--- config.mk ---
export PLATFORM = sky130hd
export DESIGN_NAME = stack_ctrl
export DESIGN_NICKNAME = d
export VERILOG_FILES = /design/src/rtl/stack_pkg.sv /design/src/rtl/stack_ctrl.sv
export SDC_FILE = /design/constraint.sdc
export NUM_CORES = 1
export LEC_CHECK = 0
export CORE_ASPECT_RATIO = 1.75
export CORE_UTILIZATION = 33
export CTS_CLUSTER_SIZE = 30
export DETAILED_ROUTE_END_ITERATION = 7
export DONT_BUFFER_PORTS = 1
export PLACE_DENSITY = 0.56
export SYNTH_ARGS = -nofsm -noshare
export SYNTH_HDL_FRONTEND = slang
export SYNTH_SLANG_ARGS = --single-unit
--- constraint.sdc ---
create_clock -name clock -period 5.5 [get_ports clock]
set_input_delay 0.55 -clock clock [delete_from_list [all_inputs] [get_ports clock]]
set_output_delay 0.55 -clock clock [all_outputs]
set_load 0.005 [all_outputs]
--- src/rtl/stack_pkg.sv ---
// Shared types and sizes for the operand-stack sequencer.
package stack_pkg;

    localparam int unsigned STACK_DEPTH = 8;
    localparam int unsigned SP_W        = 3;
    localparam int unsigned DEPTH_W     = 4;
    localparam int unsigned DATA_W      = 8;

    typedef enum logic [2:0] {
        OP_NOP   = 3'd0,
        OP_PUSH  = 3'd1,
        OP_POP   = 3'd2,
        OP_DUP   = 3'd3,
        OP_SWAP  = 3'd4,
        OP_OVER  = 3'd5,
        OP_BINOP = 3'd6,
        OP_ROT   = 3'd7
    } stack_op_t;

    typedef enum logic {
        IDLE  = 1'b0,
        ROT_2 = 1'b1
    } stack_state_t;

endpackage

--- src/rtl/stack_ctrl.sv ---
// Operand-stack sequencer driving an 8x8 two-read/two-write register file.
module stack_ctrl
    import stack_pkg::*;
(
    input  logic              clock,
    input  logic              reset_n,
    input  logic              cmd_valid,
    output logic              cmd_ready,
    input  logic [2:0]        cmd_op,
    input  logic [DATA_W-1:0] cmd_data,
    output logic [DATA_W-1:0] tos,
    output logic [DATA_W-1:0] nos,
    output logic [DEPTH_W-1:0] depth,
    output logic              empty,
    output logic              full,
    output logic              err,
    output logic [SP_W-1:0]   rf_re_sel_a,
    output logic [SP_W-1:0]   rf_re_sel_b,
    input  logic [DATA_W-1:0] rf_re_data_a,
    input  logic [DATA_W-1:0] rf_re_data_b,
    output logic [SP_W-1:0]   rf_wr_sel_a,
    output logic [SP_W-1:0]   rf_wr_sel_b,
    output logic [DATA_W-1:0] rf_wr_data_a,
    output logic [DATA_W-1:0] rf_wr_data_b,
    output logic              rf_wr_en_a,
    output logic              rf_wr_en_b
);

    stack_state_t        state_q, state_d;
    logic [DEPTH_W-1:0]  depth_q, depth_d;
    logic [DATA_W-1:0]   hold_q, hold_d;
    logic                err_q, err_d;

    logic [SP_W-1:0]     sp;
    stack_op_t           op;
    logic                accept_c;
    logic                legal_c;
    logic                rot_go_c;

    // Depth doubles as the stack pointer; index math wraps modulo 8.
    assign sp        = depth_q[SP_W-1:0];
    assign op        = stack_op_t'(cmd_op);
    assign cmd_ready = (state_q == IDLE);
    assign accept_c  = cmd_valid & cmd_ready;
    assign rot_go_c  = accept_c & legal_c & (op == OP_ROT);

    assign tos   = rf_re_data_a;
    assign nos   = rf_re_data_b;
    assign depth = depth_q;
    assign empty = (depth_q == '0);
    assign full  = (depth_q == DEPTH_W'(STACK_DEPTH));
    assign err   = err_q;

    // Command legality from current depth only.
    always_comb begin
        legal_c = 1'b0;
        case (op)
            OP_NOP:   legal_c = 1'b1;
            OP_PUSH:  legal_c = (depth_q < DEPTH_W'(STACK_DEPTH));
            OP_POP:   legal_c = (depth_q >= DEPTH_W'(1));
            OP_DUP:   legal_c = (depth_q >= DEPTH_W'(1)) && (depth_q < DEPTH_W'(STACK_DEPTH));
            OP_SWAP:  legal_c = (depth_q >= DEPTH_W'(2));
            OP_OVER:  legal_c = (depth_q >= DEPTH_W'(2)) && (depth_q < DEPTH_W'(STACK_DEPTH));
            OP_BINOP: legal_c = (depth_q >= DEPTH_W'(2));
            OP_ROT:   legal_c = (depth_q >= DEPTH_W'(3));
            default:  legal_c = 1'b0;
        endcase
    end

    // Read selects: tos/nos normally, overridden while a rotate is in flight.
    // Kept apart from the write path so read data never feeds back into its own select.
    always_comb begin
        rf_re_sel_a = sp - SP_W'(1);
        rf_re_sel_b = sp - SP_W'(2);
        if (state_q == ROT_2) begin
            rf_re_sel_a = sp - SP_W'(1);
        end else if (rot_go_c) begin
            rf_re_sel_a = sp - SP_W'(2);
            rf_re_sel_b = sp - SP_W'(3);
        end
    end

    // Next-state, depth, hold, error and register-file write controls.
    always_comb begin
        state_d      = state_q;
        depth_d      = depth_q;
        hold_d       = hold_q;
        err_d        = 1'b0;
        rf_wr_sel_a  = '0;
        rf_wr_sel_b  = '0;
        rf_wr_data_a = '0;
        rf_wr_data_b = '0;
        rf_wr_en_a   = 1'b0;
        rf_wr_en_b   = 1'b0;

        case (state_q)
            IDLE: begin
                if (accept_c) begin
                    if (!legal_c) begin
                        err_d = 1'b1;
                    end else begin
                        case (op)
                            OP_PUSH: begin
                                rf_wr_en_a   = 1'b1;
                                rf_wr_sel_a  = sp;
                                rf_wr_data_a = cmd_data;
                                depth_d      = depth_q + DEPTH_W'(1);
                            end
                            OP_POP: begin
                                depth_d = depth_q - DEPTH_W'(1);
                            end
                            OP_DUP: begin
                                rf_wr_en_a   = 1'b1;
                                rf_wr_sel_a  = sp;
                                rf_wr_data_a = rf_re_data_a;
                                depth_d      = depth_q + DEPTH_W'(1);
                            end
                            OP_SWAP: begin
                                rf_wr_en_a   = 1'b1;
                                rf_wr_sel_a  = sp - SP_W'(1);
                                rf_wr_data_a = rf_re_data_b;
                                rf_wr_en_b   = 1'b1;
                                rf_wr_sel_b  = sp - SP_W'(2);
                                rf_wr_data_b = rf_re_data_a;
                            end
                            OP_OVER: begin
                                rf_wr_en_a   = 1'b1;
                                rf_wr_sel_a  = sp;
                                rf_wr_data_a = rf_re_data_b;
                                depth_d      = depth_q + DEPTH_W'(1);
                            end
                            OP_BINOP: begin
                                rf_wr_en_a   = 1'b1;
                                rf_wr_sel_a  = sp - SP_W'(2);
                                rf_wr_data_a = cmd_data;
                                depth_d      = depth_q - DEPTH_W'(1);
                            end
                            OP_ROT: begin
                                // y moves down to x's slot; x parks in hold.
                                rf_wr_en_a   = 1'b1;
                                rf_wr_sel_a  = sp - SP_W'(3);
                                rf_wr_data_a = rf_re_data_a;
                                hold_d       = rf_re_data_b;
                                state_d      = ROT_2;
                            end
                            default: ;
                        endcase
                    end
                end
            end
            ROT_2: begin
                // z moves down to y's slot; held x lands on top.
                rf_wr_en_a   = 1'b1;
                rf_wr_sel_a  = sp - SP_W'(2);
                rf_wr_data_a = rf_re_data_a;
                rf_wr_en_b   = 1'b1;
                rf_wr_sel_b  = sp - SP_W'(1);
                rf_wr_data_b = hold_q;
                state_d      = IDLE;
            end
            default: state_d = IDLE;
        endcase
    end

    // State, depth, hold and error registers.
    always_ff @(posedge clock or negedge reset_n) begin
        if (!reset_n) begin
            state_q <= IDLE;
            depth_q <= '0;
            hold_q  <= '0;
            err_q   <= 1'b0;
        end else begin
            state_q <= state_d;
            depth_q <= depth_d;
            hold_q  <= hold_d;
            err_q   <= err_d;
        end
    end

    // Both write ports must never target the same entry in one cycle.
    a_no_dual_same_addr: assert property (@(posedge clock) disable iff (!reset_n)
        !(rf_wr_en_a && rf_wr_en_b && (rf_wr_sel_a == rf_wr_sel_b)));

endmodule
**Word level (Yosys, flattened, before mapping)**

Cells that the tools add are included.

- Bitwise gates (word level): 4
- Equal/unequal tests: 8
- Mux-type cells: 37
- Reduce and logical (&&, ||, !) cells: 14
- Magnitude comparators: 4
- Add/subtract/negate cells: 5

Operators with widths:

| operator | number |
|---|---|
| $mux W8 | 5 |
| $pmux W8 S2 | 2 |
| $mux W3 | 9 |
| $pmux W8 S3 | 1 |
| $eq A3 B3 Y1 const B | 4 |
| $mux W1 | 12 |
| $pmux W3 S2 | 2 |
| $pmux W3 S4 | 1 |
| $reduce_or A2 Y1 | 5 |
| $ge A4 B2 Y1 const B | 2 |
| $pmux W4 S2 | 1 |
| $reduce_and A4 Y1 | 2 |
| $pmux W1 S7 | 1 |
| $eq A3 B2 Y1 const B | 2 |
| $pmux W1 S2 | 3 |
| $reduce_or A6 Y1 | 1 |
| $sub A3 B2 Y3 const B | 2 |
| $add A4 B1 Y4 const B | 1 |
| $eq A4 B4 Y1 const B | 1 |
| $ge A4 B1 Y1 const B | 1 |
| $logic_not A4 Y1 | 1 |
| $lt A4 B4 Y1 const B | 1 |
| $sub A4 B1 Y4 const B | 1 |
| $and A1 B1 Y1 | 3 |
| 7 further kinds | 8 |

- Output and inout bits: 54
- Register bits after elaboration: 14
- Input bits: 30

**Depth between registers and ports, before layout**

- Depth after elaboration: 7
- Depth in mapped cells: 9

**Worst setup path after synthesis**

No wires, ideal clock.

- Path type: reg-to-output
- Start point: register depth_q[1], in the netlist depth[1]
- End point: output rf_wr_data_b[0]
- Arrival: 2.271 ns
- Stages on the path, launching flop included: 10
- Slack: 2.679 ns
- Buffers on the path: 2
- Data required time: 4.950 ns
- Cell sequence: dfrtp_1 clkbuf_1 inv_1 ha_1 nor4b_1 a221o_1 a31o_4 nor2b_1 buf_6 a22o_1

- Longest elaborated chain between the ends: 6

Ends and longest elaborated chain:

| item | line | RTL |
|---|---|---|
| start, declared | stack_ctrl.sv:30 | `logic [DEPTH_W-1:0] depth_q, depth_d;` |
| start signal, assigned | stack_ctrl.sv:174 | `depth_q <= depth_d;` |
| $ge A4 B2 Y1, or another cell as far along | stack_ctrl.sv:62, stack_ctrl.sv:63, stack_ctrl.sv:64 |  |
| $logic_and A1 B1 Y1, on equally long branches | stack_ctrl.sv:63, stack_ctrl.sv:61 |  |
| $pmux W1 S7 (*) | stack_ctrl.sv:57 | `case (op)` |
| $mux W8 (*) | stack_ctrl.sv:99 | `if (!legal_c) begin` |
| $mux W8 (*) | stack_ctrl.sv:98 | `if (accept_c) begin` |
| $pmux W8 S2 (*) | stack_ctrl.sv:96 | `case (state_q)` |
| end, declared | stack_ctrl.sv:24 | `output logic [DATA_W-1:0] rf_wr_data_b,` |

Mark *: on every way between the ends. The rest lies on a longest branch, timed or not.

**Final worst setup path**

- Start point: register depth_q[1], in the netlist depth[1]
- End point: output rf_wr_data_b[4]

Same word-level chain as after synthesis.

==> flow_metrics.tcl <==
set metrics [dict create \
    final_util 0.328 \
    power_density_mw_per_mm2 409 \
    setup_viol 0 \
    syn_to_final_growth_pct -3.93 \
    dr.first_iter.drc_count 27 \
    hp-class "primary input to flip-flop" \
    hold_buffers 1 \
    final_common_cell "a22o_1" \
    maxCapViolCount 0 \
    yosys_most_used_dff "dfrtp_1" \
    cts_tree "built" \
    use_met3 0.0453 \
    grt_first_pass_wirelength_um 7420 \
    synth_seq_cells 14 \
    vdd_drop_max_uv 251 \
    drc 0 \
    htreeDepth 1 \
    vias_per_cell 6.44 \
    detail-route-antenna-nets 0 \
    numPortBuffers 0 \
    synth-async-reset-ratio 1.00 \
    end_kind "primary output" \
    grt.met1_usage 0.229 \
    grt_max_degree 25 \
    drive_above_1_share 0.128 \
    post_cts_buffers 0 \
    firstDrtPassIters 4 \
    placed_cells 211 \
    coreArea_mm2 0.00467 \
    rows 33 \
    cp-start-kind "flip-flop" \
    synth_area_mm2 0.00159 \
    cp.required_ns 4.95 \
    r2r_slack_ns 2.97 \
    wl_um 5020 \
    post_cts_resized 0 \
    status "finished, final reports clean" \
    tns_ns 0 \
    worstMarginPinSlew_ns 1.10 \
    track_usage 0.205 \
    clock-sinks 14 \
    p_leak_uw 0.000592 \
    hold_viol 0 \
    clock-root-buffer "clkbuf_8" \
    wl_per_cell_um 23.2 \
    clk-insertion-delay-late_ns 0.25 \
    yosys-top-cells-area "dfrtp_1 (22%), a22o_1 (13%), buf_4 (8.0%), ha_1 (5.5%), mux2_2 (4.9%)" \
    synth_edf_count 0 \
    fillCellCount 496 \
    crit_fanout 17 \
    dieArea_mm2 0.00512 \
    antenna_found_initial 0 \
    place_congestion 0.797 \
    use_met2 0.362 \
    worstPathArrival_ns 3.14 \
    slew_headroom 0.264 \
    start_util 0.341 \
    final_cell_mix "a22o_1 (24), nand2_1 (18), dfrtp_1 (14)" \
    io_pins 84 \
    period_needed_ns 3.69 \
    rsz0062_at_grt "no" \
    slew_viol_final 0 \
    multiInputGateArea_mm2 0.00102 \
    regArea_um2 350 \
    period_share 0.671 \
    fin_skew_ns 0.00236 \
    synth_area_per_cell_um2 8.43 \
    crit_type "flip-flop to primary output" \
    max_freq_mhz 271 \
    die_x_um 54.5 \
    hpwl_um 3630 \
    num_vias 1392 \
    antenna_cells 0 \
    path_clk_slew_ns 0.07 \
    hold_slack_ns 0.430 \
    final_cells 216 \
    yosys_warnings 0 \
    die_y_um 93.9 \
    total_power_uw 626 \
    busiest_layer "met2" \
    syn_nets 226 \
    yosys.area.top_type "dfrtp_1" \
    post-synth-top-area-fraction 0.220 \
    synth.distinct_cells 41 \
    cts_buffers 3 \
    fin_nets 202 \
    synth_cells 189 \
    clk_path_buf_depth 2 \
    grt_pass1_vias 1364 \
    grt.overflow.total 0 \
    seq_area_frac_synth 0.220 \
]
[critical path, stage by stage, from the launching register on]
cell,delay [ns]
dfrtp_1,0.63
inv_1,0.17
ha_1,0.30
nor4b_1,0.17
a221o_1,0.37
a31o_4,0.34
nor2b_1,0.64
a22o_1,0.25
[kinds of logic after synthesis]
family                     after synthesis  synth area share
AOI/OAI and AO/OA                       70             0.347
DFF                                     14             0.220
buffers and inverters                   38             0.142
muxes                                    9            0.0628
and+or+nand+nor                         44             0.134
xor gates and xnor gates                 7            0.0385
adders and majority gates                7            0.0550
[flip-flops by register name (all words and copies together), names as in the netlist]
register  cells
state_q       1
hold_q        8
depth         4
err           1
[stage by stage]
stage	cell area [µm²]	setup slack, ns
finish	1530	1.81
global route	1530	1.62
CTS	1530	1.73
detailed placement	1470	2.00
global placement	1470	2.08
floorplan	1590	2.68
[path summary, 6_finish.rpt]
path                                 start         endpoint  cells after the start
setup / recovery                  depth[1]  rf_wr_data_b[4]                      7
hold / removal             rf_re_data_b[6]        hold_q[6]                      1
setup reg to reg                  depth[1]         depth[0]                      6
hold reg to reg                  hold_q[6]        hold_q[6]                      1
max in group asynchronous          reset_n        hold_q[5]                      1
min in group asynchronous          reset_n        hold_q[6]                      1
[routing by layer]
layer | routed length [µm] | vias up
met1 | 1930 | 707
li1 | - | 630
met3 | 259 | 7
met5 | 0 | -
met2 | 2740 | 48
met4 | 85 | 0
[Yosys cell counts (all sizes together), types with 2 or more instances]
cell    number
a32oi        3
nor2         9
dfrtp       14
nor2b        7
a22oi        9
a31o         2
ha           7
buf         23
xor2         3
and3         3
o22ai        6
o21ai       17
nand2       18
nand3        2
a21oi        3
xnor2        4
inv          6
mux2         8
a22o        24
clkbuf       8
[report_power, final]
group | switching, µW | internal (µW) | total, µW
clock network | 43.8 | 63.6 | 107
logic | 172 | 135 | 307
registers | 65.2 | 146 | 211
total | 281 | 344 | 626
[area by class of cell]
class                      instances  area share
timing repair buffer               2      0.0114
inverter                           7      0.0172
clock buffer                       4      0.0360
sequential                        14       0.229
multi-input combinational        137       0.664
tap                               52      0.0425
Note: power is estimated with default switching activity, not from simulation.
